[src/rtl/pe_sequencer_if.sv]
// Handshake and PE control bundle between top-level control, the sequencer and the processing element.
// The master side is the sequencer; the slave side is the control/PE environment.
interface pe_sequencer_if;
  logic       start;
  logic [7:0] num_outputs;
  logic       data_valid;
  logic       busy;
  logic       done;
  logic [7:0] img_adr;
  logic [7:0] filter_adr;
  logic       rst_acc;
  logic       acc_en;
  logic       res_buffer_en;
  logic [7:0] res_index;
  logic       rst_res_reg;
  logic       wr_en;
  logic [7:0] wr_adr;
  logic       wr_file;

  modport master (
    input  start, num_outputs, data_valid,
    output busy, done, img_adr, filter_adr, rst_acc, acc_en, res_buffer_en,
           res_index, rst_res_reg, wr_en, wr_adr, wr_file
  );

  modport slave (
    output start, num_outputs, data_valid,
    input  busy, done, img_adr, filter_adr, rst_acc, acc_en, res_buffer_en,
           res_index, rst_res_reg, wr_en, wr_adr, wr_file
  );
endinterface

[src/rtl/pe_sequencer.sv]
// Sequences one processing element: per output position, NUM_FILTERS windowed accumulations,
// a result-buffer write to memory, and a final file dump.
//
// state   | meaning
// --------+-------------------------------------------------------------
// S_IDLE  | waiting for start; latches clamped position count
// S_CLR   | clear MAC accumulator, restart tap counter
// S_ACC   | accumulate one tap per data_valid cycle
// S_CAPT  | capture MAC result into result buffer word f
// S_WRITE | write result buffer to memory at position p
// S_NEXT  | clear result buffer, advance to next position
// S_FLUSH | dump result memory to file
// S_DONE  | one-cycle completion pulse
module pe_sequencer #(
  parameter int FILTER_SIZE  = 16,
  parameter int NUM_FILTERS  = 4,
  parameter int MAX_MEM_SIZE = 128,
  parameter int IMG_STRIDE   = 1
) (
  input  logic            clk,
  input  logic            rst,
  pe_sequencer_if.master  bus
);

  typedef enum logic [2:0] {
    S_IDLE, S_CLR, S_ACC, S_CAPT, S_WRITE, S_NEXT, S_FLUSH, S_DONE
  } state_t;

  localparam logic [7:0] K_LAST = 8'(FILTER_SIZE - 1);
  localparam logic [7:0] F_LAST = 8'(NUM_FILTERS - 1);
  localparam logic [7:0] P_MAX  = 8'(MAX_MEM_SIZE);
  localparam logic [7:0] STRIDE = 8'(IMG_STRIDE);
  localparam logic [7:0] FSIZE  = 8'(FILTER_SIZE);

  state_t     state, state_d;
  logic [7:0] p, p_d, f, f_d, k, k_d, p_len, p_len_d;

  logic       busy_q, rst_acc_q, res_buffer_en_q, rst_res_reg_q, wr_en_q, wr_file_q, done_q;
  logic [7:0] img_adr_q, filter_adr_q, res_index_q, wr_adr_q;

  logic       busy_d, rst_acc_d, res_buffer_en_d, rst_res_reg_d, wr_en_d, wr_file_d, done_d;
  logic [7:0] img_adr_d, filter_adr_d, res_index_d, wr_adr_d;

  always_comb begin
    state_d = state;
    p_d     = p;
    f_d     = f;
    k_d     = k;
    p_len_d = p_len;
    unique case (state)
      S_IDLE: begin
        if (bus.start) begin
          p_len_d = (bus.num_outputs > P_MAX) ? P_MAX : bus.num_outputs;
          p_d     = 8'd0;
          f_d     = 8'd0;
          k_d     = 8'd0;
          state_d = (p_len_d == 8'd0) ? S_FLUSH : S_CLR;
        end
      end
      S_CLR: begin
        k_d     = 8'd0;
        state_d = S_ACC;
      end
      S_ACC: begin
        if (bus.data_valid) begin
          if (k == K_LAST) state_d = S_CAPT;
          else             k_d     = k + 8'd1;
        end
      end
      S_CAPT: begin
        if (f < F_LAST) begin
          f_d     = f + 8'd1;
          state_d = S_CLR;
        end else begin
          state_d = S_WRITE;
        end
      end
      S_WRITE: state_d = S_NEXT;
      S_NEXT: begin
        f_d = 8'd0;
        if (p < p_len - 8'd1) begin
          p_d     = p + 8'd1;
          state_d = S_CLR;
        end else begin
          state_d = S_FLUSH;
        end
      end
      S_FLUSH: state_d = S_DONE;
      S_DONE:  state_d = S_IDLE;
      default: state_d = S_IDLE;
    endcase
  end

  // Outputs are decoded from the next state so the registered strobes line up with the state.
  always_comb begin
    busy_d          = (state_d != S_IDLE);
    rst_acc_d       = (state_d == S_CLR);
    res_buffer_en_d = (state_d == S_CAPT);
    rst_res_reg_d   = (state_d == S_NEXT);
    wr_en_d         = (state_d == S_WRITE);
    wr_file_d       = (state_d == S_FLUSH);
    done_d          = (state_d == S_DONE);
    res_index_d     = (state_d == S_CAPT) ? f_d : 8'd0;
    wr_adr_d        = (state_d == S_WRITE) ? p_d : 8'd0;
    img_adr_d       = img_adr_q;
    filter_adr_d    = filter_adr_q;
    if (state_d == S_ACC) begin
      img_adr_d    = p_d * STRIDE + k_d;
      filter_adr_d = f_d * FSIZE + k_d;
    end
  end

  always_ff @(posedge clk) begin
    if (rst) begin
      state           <= S_IDLE;
      p               <= 8'd0;
      f               <= 8'd0;
      k               <= 8'd0;
      p_len           <= 8'd0;
      busy_q          <= 1'b0;
      rst_acc_q       <= 1'b0;
      res_buffer_en_q <= 1'b0;
      rst_res_reg_q   <= 1'b0;
      wr_en_q         <= 1'b0;
      wr_file_q       <= 1'b0;
      done_q          <= 1'b0;
      img_adr_q       <= 8'd0;
      filter_adr_q    <= 8'd0;
      res_index_q     <= 8'd0;
      wr_adr_q        <= 8'd0;
    end else begin
      state           <= state_d;
      p               <= p_d;
      f               <= f_d;
      k               <= k_d;
      p_len           <= p_len_d;
      busy_q          <= busy_d;
      rst_acc_q       <= rst_acc_d;
      res_buffer_en_q <= res_buffer_en_d;
      rst_res_reg_q   <= rst_res_reg_d;
      wr_en_q         <= wr_en_d;
      wr_file_q       <= wr_file_d;
      done_q          <= done_d;
      img_adr_q       <= img_adr_d;
      filter_adr_q    <= filter_adr_d;
      res_index_q     <= res_index_d;
      wr_adr_q        <= wr_adr_d;
    end
  end

  // acc_en must track data_valid within the same cycle so stalled taps are not accumulated.
  assign bus.acc_en        = (state == S_ACC) && bus.data_valid;
  assign bus.busy          = busy_q;
  assign bus.rst_acc       = rst_acc_q;
  assign bus.res_buffer_en = res_buffer_en_q;
  assign bus.rst_res_reg   = rst_res_reg_q;
  assign bus.wr_en         = wr_en_q;
  assign bus.wr_file       = wr_file_q;
  assign bus.done          = done_q;
  assign bus.img_adr       = img_adr_q;
  assign bus.filter_adr    = filter_adr_q;
  assign bus.res_index     = res_index_q;
  assign bus.wr_adr        = wr_adr_q;

endmodule

[src/flat_wrapper.sv]
// flat-port wrapper written by rule: the top's interface ports become plain ports
module pe_sequencer_flat 
#(
  parameter int FILTER_SIZE  = 16,
  parameter int NUM_FILTERS  = 4,
  parameter int MAX_MEM_SIZE = 128,
  parameter int IMG_STRIDE   = 1
)
  (clk, rst, bus_start, bus_num_outputs, bus_data_valid, bus_busy, bus_done, bus_img_adr, bus_filter_adr, bus_rst_acc, bus_acc_en, bus_res_buffer_en, bus_res_index, bus_rst_res_reg, bus_wr_en, bus_wr_adr, bus_wr_file);
  pe_sequencer_if bus_i ();
  input  logic clk;
  input  logic rst;
  input wire logic [$bits(bus_i.start)-1:0] bus_start;
  input wire logic [$bits(bus_i.num_outputs)-1:0] bus_num_outputs;
  input wire logic [$bits(bus_i.data_valid)-1:0] bus_data_valid;
  output wire logic [$bits(bus_i.busy)-1:0] bus_busy;
  output wire logic [$bits(bus_i.done)-1:0] bus_done;
  output wire logic [$bits(bus_i.img_adr)-1:0] bus_img_adr;
  output wire logic [$bits(bus_i.filter_adr)-1:0] bus_filter_adr;
  output wire logic [$bits(bus_i.rst_acc)-1:0] bus_rst_acc;
  output wire logic [$bits(bus_i.acc_en)-1:0] bus_acc_en;
  output wire logic [$bits(bus_i.res_buffer_en)-1:0] bus_res_buffer_en;
  output wire logic [$bits(bus_i.res_index)-1:0] bus_res_index;
  output wire logic [$bits(bus_i.rst_res_reg)-1:0] bus_rst_res_reg;
  output wire logic [$bits(bus_i.wr_en)-1:0] bus_wr_en;
  output wire logic [$bits(bus_i.wr_adr)-1:0] bus_wr_adr;
  output wire logic [$bits(bus_i.wr_file)-1:0] bus_wr_file;
  assign bus_i.start = bus_start;
  assign bus_i.num_outputs = bus_num_outputs;
  assign bus_i.data_valid = bus_data_valid;
  assign bus_busy = bus_i.busy;
  assign bus_done = bus_i.done;
  assign bus_img_adr = bus_i.img_adr;
  assign bus_filter_adr = bus_i.filter_adr;
  assign bus_rst_acc = bus_i.rst_acc;
  assign bus_acc_en = bus_i.acc_en;
  assign bus_res_buffer_en = bus_i.res_buffer_en;
  assign bus_res_index = bus_i.res_index;
  assign bus_rst_res_reg = bus_i.rst_res_reg;
  assign bus_wr_en = bus_i.wr_en;
  assign bus_wr_adr = bus_i.wr_adr;
  assign bus_wr_file = bus_i.wr_file;
  pe_sequencer #(.FILTER_SIZE(FILTER_SIZE), .NUM_FILTERS(NUM_FILTERS), .MAX_MEM_SIZE(MAX_MEM_SIZE), .IMG_STRIDE(IMG_STRIDE)) u_core (.clk(clk), .rst(rst), .bus(bus_i));
endmodule
[config.mk]
export PLATFORM = sky130hd
export DESIGN_NAME = pe_sequencer_flat
export DESIGN_NICKNAME = d
export VERILOG_FILES = /design/src/rtl/pe_sequencer_if.sv /design/src/rtl/pe_sequencer.sv /design/src/flat_wrapper.sv
export SDC_FILE = /design/constraint.sdc
export NUM_CORES = 1
export LEC_CHECK = 0
export CORE_MARGIN = 5
export CORE_UTILIZATION = 59
export DETAILED_ROUTE_END_ITERATION = 8
export HOLD_SLACK_MARGIN = 0.03
export PLACE_DENSITY = 0.85
export SETUP_SLACK_MARGIN = 0.3
export SLEW_MARGIN = 30
export SYNTH_ARGS = -nofsm -noshare
export SYNTH_HDL_FRONTEND = slang
export SYNTH_SLANG_ARGS = --single-unit
[constraint.sdc]
create_clock -name clk -period 11.2 [get_ports clk]
set_input_delay 2.24 -clock clk [delete_from_list [all_inputs] [get_ports clk]]
set_output_delay 2.24 -clock clk [all_outputs]
set_load 0.02 [all_outputs]
After elaboration in Yosys (flattened, before gate mapping)
Index checks and enable logic that the tools add are counted.
{ "classes": {"add_sub_neg": 6, "multipliers": 0, "div_mod_pow": 0, "order_cmp": 3, "n_eq_ne": 15, "shifts": 0, "n_mux": 18, "bitwise_logic": 2, "n_reduce_logical": 7} }
{ "op_table": {"columns": ["op", "n"], "rows": [
  ["8-bit two-way mux", 8],
  ["8-bit one-hot mux with 3 select lines", 2],
  ["8-bit by 1-bit adder with 8-bit output (second input constant)", 3],
  ["3-bit == test (second input constant)", 8],
  ["3-bit one-hot mux with 8 select lines", 1],
  ["3-bit two-way mux", 6],
  ["8-bit adder", 2],
  ["8-bit one-hot mux with 2 select lines", 1],
  ["3-bit by 2-bit == test with 1-bit output (second input constant)", 4],
  ["8-bit by 4-bit == test with 1-bit output (second input constant)", 1],
  ["8-bit > comparator (second input constant)", 1],
  ["8-bit zero test", 1],
  ["8-bit by 2-bit < comparator with 1-bit output (second input constant)", 1],
  ["8-bit < comparator", 1],
  ["8-bit by 1-bit subtractor with 8-bit output (second input constant)", 1],
  ["3-bit by 1-bit == test with 1-bit output (second input constant)", 2],
  ["2-bit OR reduction", 2],
  ["3-bit zero test", 1],
  ["3-bit nonzero test", 1],
  ["1-bit inverter", 2],
  ["2-bit AND reduction", 1],
  ["1-bit logical AND", 1]
]} }
{ "word_totals": {"register_bits": 74, "latchBits": 0, "ramBits": 0, "rom_bits": 0, "in_bits": 12, "word_cells": 67, "memories": 0} }

Depth between registers and ports, before layout
Gate-level depths: netlist (run 1).
{ "logic_depth": {"depth_word": 9, "depth_mapped": 21} }

Worst setup path after synthesis (run 1)
OpenSTA, ideal clock, no wires.
{ "synth_path": {"path_type": "input to register", "start": "in bus_start", "end": "reg u_core.img_adr_q[6], in the netlist u_core.bus.img_adr[6]", "setup_ns": 0.074, "arrival_ns": 4.931, "required_time_ns": 11.126, "slack_ns": 6.195, "cell_stages": 15, "n_path_buf": 0, "path_cell_list": "or3b_2 nor2_2 a21oi_1 a31o_2 a21oi_1 inv_1 ha_1 inv_1 fa_1 nor2b_1 o21ai_0 a21boi_0 o21a_1 or3_1 a31oi_1"} }
{ "synth_via": {"elab_chain_cells": 3} }
{ "synth_lines": {"columns": ["element", "line_no", "text"], "rows": [
  ["start: declaration", "flat_wrapper.sv:13", "input wire logic [$bits(bus_i.start)-1:0] bus_start;"],
  ["8-bit two-way mux", "pe_sequencer.sv:52", "if (bus.start) begin"],
  ["8-bit one-hot mux with 2 select lines", "pe_sequencer.sv:50", "unique case (state)"],
  ["net u_core.p_d[0]", "pe_sequencer.sv:36", "logic [7:0] p, p_d, f, f_d, k, k_d, p_len, p_len_d;"],
  ["8-bit adder", "pe_sequencer.sv:108", "img_adr_d = p_d * STRIDE + k_d;"],
  ["end signal: assignment", "pe_sequencer.sv:144", "img_adr_q <= img_adr_d;"],
  ["end: declaration", "pe_sequencer.sv:39", "logic [7:0] img_adr_q, filter_adr_q, res_index_q, wr_adr_q;"]
]} }
The timed path passes the listed nets, and every way through them passes these cells.
A chain may end at the register's enable or synchronous reset.

Worst setup path after layout (run 1)
{ "layout_path": {"start": "in bus_data_valid", "end": "out bus_acc_en"} }
{ "layout_via": {"elab_chain_cells": 1} }
{ "layout_lines": {"columns": ["element", "line_no", "text"], "rows": [
  ["start: declaration", "flat_wrapper.sv:15", "input wire logic [$bits(bus_i.data_valid)-1:0] bus_data_valid;"],
  ["1-bit logical AND", "pe_sequencer.sv:152", "assign bus.acc_en = (state == S_ACC) && bus.data_valid;"],
  ["end: declaration", "flat_wrapper.sv:21", "output wire logic [$bits(bus_i.acc_en)-1:0] bus_acc_en;"]
]} }
No other way between the ends.

==> results of run 1 <==
worst min path at each step:
stage | endpoint | depth (start not counted) | startpoint
final | u_core.f[2] | 2 | u_core.f[2]
after detailed placement | u_core.f[2] | 2 | u_core.f[2]
after global routing | u_core.f[2] | 2 | u_core.f[2]
after floorplan | u_core.f[2] | 2 | u_core.f[2]
after global placement | u_core.f[2] | 2 | u_core.f[2]
after CTS | u_core.f[2] | 2 | u_core.f[2]
power breakdown:
part / total, mW / switching [mW] / internal [mW]
registers: 0.275 / 0.00638 / 0.269
logic: 0.0698 / 0.0404 / 0.0294
clock network: 0.229 / 0.102 / 0.126
through the flow:
step           hold slack (ns)  utilization (%)  cell area (sq um)  std cells  total power, mW
2_1_floorplan            0.433                -               3660        409            0.328
3_3_place_gp             0.449             70.3               4210        521            0.348
3_5_place_dp             0.455             70.3               4210        521            0.350
4_1_cts                  0.468             73.9               4430        537            0.577
5_1_grt                  0.491             73.9               4430        537            0.596
6_report                 0.468             73.9               4430        537            0.574
cells by family (layout without fill, tap and decap cells):
group	after synthesis	in the layout	synth area share, %
AOI/OAI and AO/OA	89	89	17.3
xor gates and xnor gates	13	13	3.11
adders and majority gates	23	23	8.28
buffers and inverters	37	90	4.00
DFF	74	74	40.5
muxes	10	10	2.77
and+or+nand+nor	163	163	24.1
routing by layer:
metal,vias to the layer above,wire [um]
li1,1562,-
met1,1517,3890
met2,123,4160
met3,24,566
met4,0,228
met5,-,0
cells in the mapped netlist (2+ instances only):
library cell | number | area, sq um
inv_1 | 21 | 78.8
a31o_2 | 2 | 17.5
nand4_1 | 3 | 18.8
clkbuf_1 | 10 | 37.5
nand3b_1 | 4 | 30.0
a21oi_1 | 21 | 105
and3_1 | 8 | 50.1
a31oi_1 | 4 | 25.0
nor2_1 | 49 | 184
o31ai_1 | 2 | 15.0
a211o_1 | 2 | 17.5
o21a_1 | 6 | 45.0
nand2_1 | 25 | 93.8
nor3_1 | 10 | 50.1
or3_1 | 3 | 18.8
a22oi_1 | 2 | 15.0
nand2b_1 | 3 | 18.8
ha_1 | 21 | 263
nor4_1 | 8 | 50.1
and2_1 | 14 | 87.6
a21o_1 | 4 | 30.0
o21ai_0 | 13 | 65.1
o211ai_1 | 2 | 15.0
nor2b_1 | 6 | 37.5
dfxtp_1 | 74 | 1480
xnor2_1 | 10 | 87.6
xor2_1 | 3 | 26.3
nand3_1 | 8 | 40.0
o22ai_1 | 2 | 12.5
buf_2 | 6 | 30.0
o31a_1 | 3 | 26.3
nor4b_1 | 2 | 17.5
mux2i_1 | 9 | 90.1
o2bb2ai_1 | 2 | 17.5
fa_1 | 2 | 40.0
a211oi_1 | 10 | 75.1
nor3b_1 | 8 | 60.1
layout make-up:
type                    count  area [sq um]
clock buffers              10           128
clock inverters             6          90.1
fillers                   440          1560
inverters                  21          78.8
multi-input cells         298          2030
flip-flops and latches     74          1480
well taps                  75          93.8
repair buffers             53           526
worst register-to-register path, delay by kind of cell, from the launching register on:
family	cells	cell delay, ns
DFF	1	0.34
and+or+nand+nor	5	0.80
xor gates and xnor gates	1	0.16
adders and majority gates	4	0.87
AOI/OAI and AO/OA	8	1.88
buffers and inverters	3	0.23
==> metrics.csv, run 1 <==
metric;value;unit
CP startpoint kind;input port;
delay-heaviest family, CP;buffers and inverters;
GRT overflow;0;
met2 Use GR;36.8;%
met1 Track Usage GR;31.1;%
post-route setup TNS;0;ns
synth warn;0;
first-pass GRT wire length;14.5;mm
gr busiest metal;met2;
Seq/Total Area, Yosys;40.5;%
worst setup path startpoint;bus_data_valid;
crit-path max FO;5;
CTS Sinks;74;
routed vias;3226;
core region area;5990;sq um
Final setup viols;0;
DP Wirelength;6.49;mm
most common cell after layout, fill and taps aside;dfxtp_1;
1st-iter DRT viols;193;
Layout area overhead;21.0;%
CTS buffer count;9;
H-tree depth;3;
clk buf depth;2;
Post-Syn Instances;409;
fin worst setup slack;5.41;ns
Worst slew margin;46.2;%
fraction of layout cells with a size suffix above 1;6.71;%
mean post-synth cell area;8.95;sq um
pre-CTS setup slack;5.13;ns
net count reported at finish;492;
most frequent cells in the layout;dfxtp_1, clkdlybuf4s50_1, nor2_1;
Main synth FF type;dfxtp_1;
reg-to-reg startpoint;u_core.p_len[0];
Resize count post-CTS;0;
CTS root buffer;clkbuf_8;
latest clock arrival within the worst-skew pair;0.35;ns
CP arrival;3.55;ns
VDD IR-drop max;0.0000961;V
Rows;28;
vias per inst;6.01;
outcome;finished clean;
Final Max Tran Viols;0;
Max Cap Viol;0;
grt met3 use;5.21;%
ANT nets after route;0;
drt total wl;8.85;mm
CTS clk-pin slew, worst paths;0.08;ns
Antenna Cells;0;
distinct cell type count after synthesis;64;
RSZ-0062 raised after global routing;no;
Starting Density;61.1;%
largest net degree at the start of global routing;48;
post-DR wirelength/cell;16.5;um
worst r2r dst;u_core.bus.img_adr[6];
largest stage delay on the critical path;0.61;ns
DRC viols;0;
Slowest-stage cell, CP;clkdlybuf4s50_1;
f_max;173;MHz
GR Util All Layers;23.9;%
CP Class;input port to primary output;
worst reg2reg path depth;21;
leakage;1.83;nW
DRT Pass-1 Iters;4;
PwrDens;130;nW/um^2
CTS tree;built;
initial antenna violation count;0;
die area;7880;sq um
# hold bufs at CTS;0;
number of global-route vias before repair;3076;
Setup Fix Bufs, Post-CTS;0;
I/O pin cnt;52;
CP Capture Point;bus_acc_en;
skew final;0.00436;ns
IO Port Bufs;51;
actual slew at the worst max-slew pin;0.797;ns
synthesized net count;444;
mapped cell area;3660;sq um
CP cell instances;clkdlybuf4s50_1 > and2_1 > clkdlybuf4s50_1;
Yosys reg bits;74;
Final Hold Fails;0;
reg-to-reg slack, setup;6.83;ns
Setup crit end kind;primary output;
sum of buffers and inverters on the critical path;2;
Worst Path Required;8.96;ns
Worst path depth;3;
most frequent CP cell;clkdlybuf4s50_1;
number of flops mapped to enable cells by yosys;0;
Die Y;88.7;um
Tmin final;5.79;ns
post-synthesis async set-or-reset flop share;0;%
Die Wd;88.7;um
Hold Path Class;flop to flop;
RePlAce Congestion;0.886;
Final Cycle Share;51.7;%
No activity file was read; power rests on OpenSTA's default activity.
==> run 2: changes to the inputs <==
--- a/config.mk
+++ b/config.mk
@@ -6,10 +6,10 @@
 export NUM_CORES = 1
 export LEC_CHECK = 0
 export CORE_MARGIN = 5
-export CORE_UTILIZATION = 59
+export CORE_UTILIZATION = 54
 export DETAILED_ROUTE_END_ITERATION = 8
 export HOLD_SLACK_MARGIN = 0.03
-export PLACE_DENSITY = 0.85
+export PLACE_DENSITY = 0.79
 export SETUP_SLACK_MARGIN = 0.3
 export SLEW_MARGIN = 30
 export SYNTH_ARGS = -nofsm -noshare
==> constraint.sdc (replaced) <==
create_clock -name clk -period 6.1 [get_ports clk]
set_input_delay 1.22 -clock clk [delete_from_list [all_inputs] [get_ports clk]]
set_output_delay 1.22 -clock clk [all_outputs]
set_load 0.02 [all_outputs]
==> run 2 against run 1 <==
Effect of this change:
- flip-flop and latch count unchanged
- critical path depth increased by 13
- first-iteration DRC count down 4.7%
- die area is 8.2% higher
- clock-buffer cell count down 1
- global-route usage decreased by 2.7 points
- power rose by 77%
- wire length is 2.6% lower
- hold slack got worse by 0.0044 ns
- register-to-register slack lost 5.1 ns
- non-clock buffer count stayed put
- critical path type is now input port to flop
- largest power group unchanged
- highest routed layer unchanged
==> metrics.csv, run 2 (synthesis gave the netlist of run 1 again) <==
metric;value;unit;change
Finished Cell Area;4420;sq um;-0.23%
CP startpoint kind;input port;;
Slowest-stage cell, CP;clkdlybuf4s50_1;;
initial antenna violation count;0;;unchanged
IO Port Bufs;51;;unchanged
vias per inst;5.76;;-4.1%
worst-case hold slack;0.463;ns;-0.00444 ns
Tmin final;4.61;ns;
Final Max Tran Viols;0;;unchanged
area of the multi-input gates;2030;sq um;unchanged
GR Util All Layers;21.2;%;-2.7 points
I/O pin cnt;52;;unchanged
internal power;739;uW;+74%
largest net degree at the start of global routing;48;;unchanged
die area;8520;sq um;+8.2%
post-DR wirelength/cell;15.9;um;-3.5%
Final Cycle Share;75.6;%;
CP cell instances;clkdlybuf4s50_1 > or3b_2 > nor2_2 > a21oi_1 > a31o_2 > a21oi_1 > inv_1 > ha_1 > inv_1 > fa_1 > nor2b_1 > o21ai_0 > a21boi_0 > o21a_1 > or3_1 > a31oi_1;;
Starting Density;54.8;%;-6.3 points
first-pass GRT wire length;14.3;mm;-1.3%
CTS clk-pin slew, worst paths;0.08;ns;about the same
delay-heaviest family, CP;compound AO/OA/AOI/OAI gates;;
register cell area after layout;1480;sq um;unchanged
Antenna Cells;0;;unchanged
Resize count post-CTS;0;;unchanged
Setup crit end kind;flop;;
drt total wl;8.62;mm;-2.6%
most common cell after layout, fill and taps aside;dfxtp_1;;
Die Y;92.3;um;+4.0%
crit-path max FO;9;;+4
CTS buffer count;9;;unchanged
post-route setup TNS;0;ns;unchanged
net count reported at finish;492;;unchanged
dpl cell area;4220;sq um;+0.15%
CTS Sinks;74;;unchanged
Seq pwr share;49.8;%;+1.8 points
DRC viols;0;;unchanged
reg-to-reg slack, setup;1.77;ns;-5.06 ns
RePlAce Congestion;0.895;;+1.0%
ANT nets after route;0;;unchanged
Worst Path Required;6.38;ns;-2.58 ns
VDD IR-drop max;0.000134;V;+40%
skew final;0.00696;ns;+0.00260 ns
Die Wd;92.3;um;+4.0%
1st-iter DRT viols;184;;-4.7%
outcome;finished clean;;
Setup Fix Bufs, Post-CTS;0;;unchanged
Max Cap Viol;0;;unchanged
RSZ-0062 raised after global routing;no;;
CTS root buffer;clkbuf_8;;
Layout area overhead;20.8;%;
PwrDens;229;nW/um^2;+77%
H-tree depth;3;;unchanged
GRT overflow;0;;unchanged
Worst slew margin;51.6;%;+5.4 points
CTS tree;built;;
sum of buffers and inverters on the critical path;3;;+1
f_max;217;MHz;
largest stage delay on the critical path;0.54;ns;-0.07 ns
CP Class;input port to flop;;
leakage;1.82;nW;-0.39%
Rows;30;;+7.1%
CP arrival;4.89;ns;+1.34 ns
Final Hold Fails;0;;unchanged
most frequent cells in the layout;dfxtp_1, clkdlybuf4s50_1, nor2_1;;
latest clock arrival within the worst-skew pair;0.35;ns;about the same
number of global-route vias before repair;2884;;-6.2%
filler instances;563;;+28%
clock share of power;37.6;%;-2.2 points
fraction of layout cells with a size suffix above 1;6.93;%;+0.22 points
DRT Pass-1 Iters;4;;unchanged
Net Sw Frac;27.1;%;+1.1 points
net switching power;275;uW;+84%
Power, Total;1.01;mW;+77%
core region area;6680;sq um;+12%
actual slew at the worst max-slew pin;0.716;ns;-0.0801 ns
DP Wirelength;6.30;mm;-3.0%
routed vias;3122;;-3.2%
Comb power frac;12.6;%;+0.4 points
fin util;66.1;%;-7.8 points
# hold bufs at CTS;0;;unchanged
Final setup viols;0;;unchanged
Hold Path Class;flop to flop;;
clk buf depth;2;;unchanged
-- run 2: cell count changes in the layout (fill, tap and decap cells not counted), sizes merged --
cell and delta:
bufinv -1, clkbuf -1, clkinv +2
-- run 2: layer usage --
| metal | routed length (um) | vias up | part of all wire [%] | track usage [%] |
|---|---|---|---|---|
| met1 | 3990 | 1467 | 46 | 28.7 |
| met3 | 319 | 15 | 3.7 | 3.98 |
| met2 | 4130 | 73 | 48 | 33.1 |
| met5 | 0 | - | 0 | 0 |
| li1 | - | 1567 | - | - |
| met4 | 174 | 0 | 2.0 | 9.28 |
-- run 2: area by class of cell --
class                   instances  share of cell area, %
flip-flops and latches         74                   33.5
clock inverters                 7                   1.76
clock buffers                   9                   2.80
well taps                      80                   2.27
inverters                      21                   1.78
repair buffers                 53                   11.9
multi-input cells             298                   46.0
-- run 2: power groups by stage --
stage / Combinational (mW) / Clock, mW / Sequential [mW]
floorplan: 0.0814 / 0 / 0.520
global placement: 0.123 / 0 / 0.516
detailed placement: 0.127 / 0 / 0.517
CTS: 0.128 / 0.389 / 0.505
global route: 0.139 / 0.410 / 0.507
finish: 0.127 / 0.381 / 0.505
-- run 2: tightest hold or removal path: cells and delay by family (launching register included) --
| family | cells | cell delay, ns |
|---|---|---|
| flip-flops | 1 | 0.32 |
| AND/OR/NAND/NOR | 2 | 0.11 |
-- run 2: through the flow --
step | worst slack (ns) | instances
after floorplan | 2.11 | 409
after global placement | 1.30 | 526
after detailed placement | 1.17 | 526
after CTS | 1.52 | 542
after global routing | 1.18 | 542
final | 1.49 | 542
-- run 2: final timing paths --
path              startpoint                    end  cells after the start
max                bus_start  u_core.bus.img_adr[6]                     16
max reg2reg  u_core.p_len[1]  u_core.bus.img_adr[7]                     17
min reg2reg      u_core.f[2]            u_core.f[2]                      2
min              u_core.f[2]            u_core.f[2]                      2
==> run 3: changes to the inputs <==
--- a/config.mk
+++ b/config.mk
@@ -6,10 +6,10 @@
 export NUM_CORES = 1
 export LEC_CHECK = 0
 export CORE_MARGIN = 5
-export CORE_UTILIZATION = 54
+export CORE_UTILIZATION = 49
 export DETAILED_ROUTE_END_ITERATION = 8
 export HOLD_SLACK_MARGIN = 0.03
-export PLACE_DENSITY = 0.79
+export PLACE_DENSITY = 0.76
 export SETUP_SLACK_MARGIN = 0.3
 export SLEW_MARGIN = 30
 export SYNTH_ARGS = -nofsm -noshare
==> constraint.sdc (replaced) <==
create_clock -name clk -period 4.2 [get_ports clk]
set_input_delay 0.84 -clock clk [delete_from_list [all_inputs] [get_ports clk]]
set_output_delay 0.84 -clock clk [all_outputs]
set_load 0.02 [all_outputs]
==> run 3 against run 2 <==
Effect of this change:
- final area increased by 9.2%
- non-clock buffer count increased by 26
- clock skew increased by 0.00098 ns
- via count grew 4.7%
- worst setup slack got worse by 1.1 ns
- clock power is 64% higher
- cell count increased by 8.3%
- wire length grew 6.6%
- global-route usage decreased by 1.2 points
- power is 55% higher
- critical path type is now flop to flop
- largest cell class unchanged
- highest routed layer unchanged
==> metrics.csv, run 3 (synthesis gave the netlist of run 1 again) <==
metric;value;unit;change
outcome;finished clean;;
vias per inst;5.57;;-3.3%
CTS Sinks;74;;unchanged
largest net degree at the start of global routing;48;;unchanged
f_max;265;MHz;
Hold Path Class;flop to flop;;
IO Port Bufs;51;;unchanged
Max Cap Viol;0;;unchanged
CP startpoint kind;flop;;
VDD IR-drop max;0.000165;V;+23%
DP Wirelength;6.40;mm;+1.6%
DRT Pass-1 Iters;4;;unchanged
register cell area after layout;1490;sq um;+0.34%
worst reg2reg path depth;20;;+3
routed vias;3268;;+4.7%
ANT nets after route;0;;unchanged
CTS root buffer;clkbuf_8;;
leakage;1.99;nW;+9.0%
CP arrival;4.03;ns;-0.86 ns
Final Hold Fails;0;;unchanged
Starting Density;50.4;%;-4.3 points
CTS buffer count;9;;unchanged
met1 Track Usage GR;25.3;%;-3.4 points
post-route setup TNS;0;ns;unchanged
Setup crit end kind;flop;;
Die Wd;96.4;um;+4.4%
most common cell after layout, fill and taps aside;dfxtp_1;;
hold depth;2;;unchanged
fraction of layout cells with a size suffix above 1;17.8;%;+11 points
initial antenna violation count;0;;unchanged
RePlAce Congestion;0.950;;+6.1%
met2 Use GR;33.5;%;+0.42 points
fin util;66.5;%;+0.38 points
1st-iter DRT viols;206;;+12%
number of global-route vias before repair;2987;;+3.6%
Final setup viols;0;;unchanged
dpl cell area;4350;sq um;+3.1%
Non-Filler Instances;587;;+8.3%
clk buf depth;2;;unchanged
pre-CTS setup slack;0.0552;ns;-1.12 ns
Final Max Tran Viols;0;;unchanged
Layout area overhead;31.8;%;
CTS clk-pin slew, worst paths;0.08;ns;about the same
skew final;0.00795;ns;+0.000985 ns
net count reported at finish;518;;+5.3%
Antenna Cells;0;;unchanged
core region area;7250;sq um;+8.6%
CTS tree;built;;
latest clock arrival within the worst-skew pair;0.36;ns;about the same
fin worst setup slack;0.420;ns;-1.07 ns
first-pass GRT wire length;14.3;mm;+0.48%
reg-to-reg startpoint;u_core.p_len[1];;
# hold bufs at CTS;0;;unchanged
Tmin final;3.78;ns;
I/O pin cnt;52;;unchanged
PwrDens;326;nW/um^2;+42%
area of the multi-input gates;2190;sq um;+7.8%
crit-path max FO;8;;-1
worst r2r dst;u_core.bus.img_adr[7];;
Worst Path Required;4.45;ns;-1.93 ns
grt met3 use;3.80;%;-0.18 points
CP Class;flop to flop;;
placed cells;559;;+6.3%
Final Cycle Share;90.0;%;
most frequent cells in the layout;dfxtp_1, clkdlybuf4s50_1, nor2_1;;
RSZ-0062 raised after global routing;yes;;
drt total wl;9.18;mm;+6.6%
gr busiest metal;met2;;
post-DR wirelength/cell;15.6;um;-1.6%
Worst slew margin;27.9;%;-24 points
Finished Cell Area;4820;sq um;+9.2%
Rows;31;;+3.3%
DRC viols;0;;unchanged
GR Util All Layers;20.0;%;-1.2 points
H-tree depth;3;;unchanged
hold path endpoint;u_core.f[2];;
reg-to-reg slack, setup;0.42;ns;-1.35 ns
filler instances;582;;+3.4%
hold_sp;u_core.f[2];;
actual slew at the worst max-slew pin;1.07;ns;+0.352 ns
die area;9290;sq um;+9.1%
Die Y;96.4;um;+4.4%
GRT overflow;0;;unchanged
## run 3: cell count changes in the layout (fill, tap and decap cells not counted), moves of 3 or more
cell and delta:
buf_4 +26, dfxtp_1 -4, dfxtp_2 +4, ha_1 -4
ha_4 +3, inv_1 -4, inv_2 +4, o21ai_0 -3
o21ai_1 +3
## run 3: layout make-up
type / count / share of cell area (%)
clock buffer: 9 / 2.57
clock inverter: 7 / 2.10
inverter: 21 / 1.63
multi-input combinational: 298 / 45.4
sequential: 74 / 30.8
tap: 99 / 2.57
timing repair buffer: 79 / 14.9
## run 3: report_power, final
part           internal, mW  leakage [nW]  switching [mW]
Sequential            0.718         0.600          0.0182
Combinational        0.0960          1.28           0.117
Clock                 0.339         0.106           0.285
Total                  1.15          1.99           0.421
## run 3: worst max path at each step
stage          cells past startpoint            start  slack (ns)                    end
2_1_floorplan                     21  u_core.p_len[0]        0.41  u_core.bus.img_adr[6]
3_3_place_gp                      16        bus_start        0.15  u_core.bus.img_adr[6]
3_5_place_dp                      15        bus_start        0.06  u_core.bus.img_adr[6]
4_1_cts                           20  u_core.p_len[2]        0.31  u_core.bus.img_adr[6]
5_1_grt                           19  u_core.p_len[1]        0.24  u_core.bus.img_adr[7]
6_report                          20  u_core.p_len[1]        0.42  u_core.bus.img_adr[7]
## run 3: critical path: stages, from the launching register on
cell and delay (ns):
dfxtp_2 0.34, inv_2 0.08, ha_4 0.16, nand2_4 0.06, nor3_4 0.17, xnor2_1 0.10
ha_1 0.33, buf_4 0.13, nand3_1 0.07, a211o_2 0.36, nor2b_4 0.17, buf_4 0.14
a22oi_2 0.18, inv_1 0.06, ha_1 0.27, a21o_1 0.21, a21oi_2 0.19, a21o_1 0.15
or3_4 0.13, a211oi_2 0.06, a311o_1 0.32
## run 3: through the flow
step	power, mW	hold slack (ns)
after global placement	0.936	0.444
after floorplan	0.874	0.433
after global routing	1.64	0.497
final	1.57	0.457
after detailed placement	0.940	0.448
after CTS	1.56	0.461
## run 3: layer usage
layer	wire length [um]	vias to the layer above
met1	4020	1555
met3	421	21
met5	0	-
met2	4550	81
met4	193	0
li1	-	1611
## run 3: repair_timing
item                                    in CTS  in global routing
cloned                                       0                  0
buffers inserted                             3                  9
resized for setup                            8                 33
hold endpoints to repair                     0                  0
pin swaps                                    4                 21
endpoints found under the setup margin       2                  4
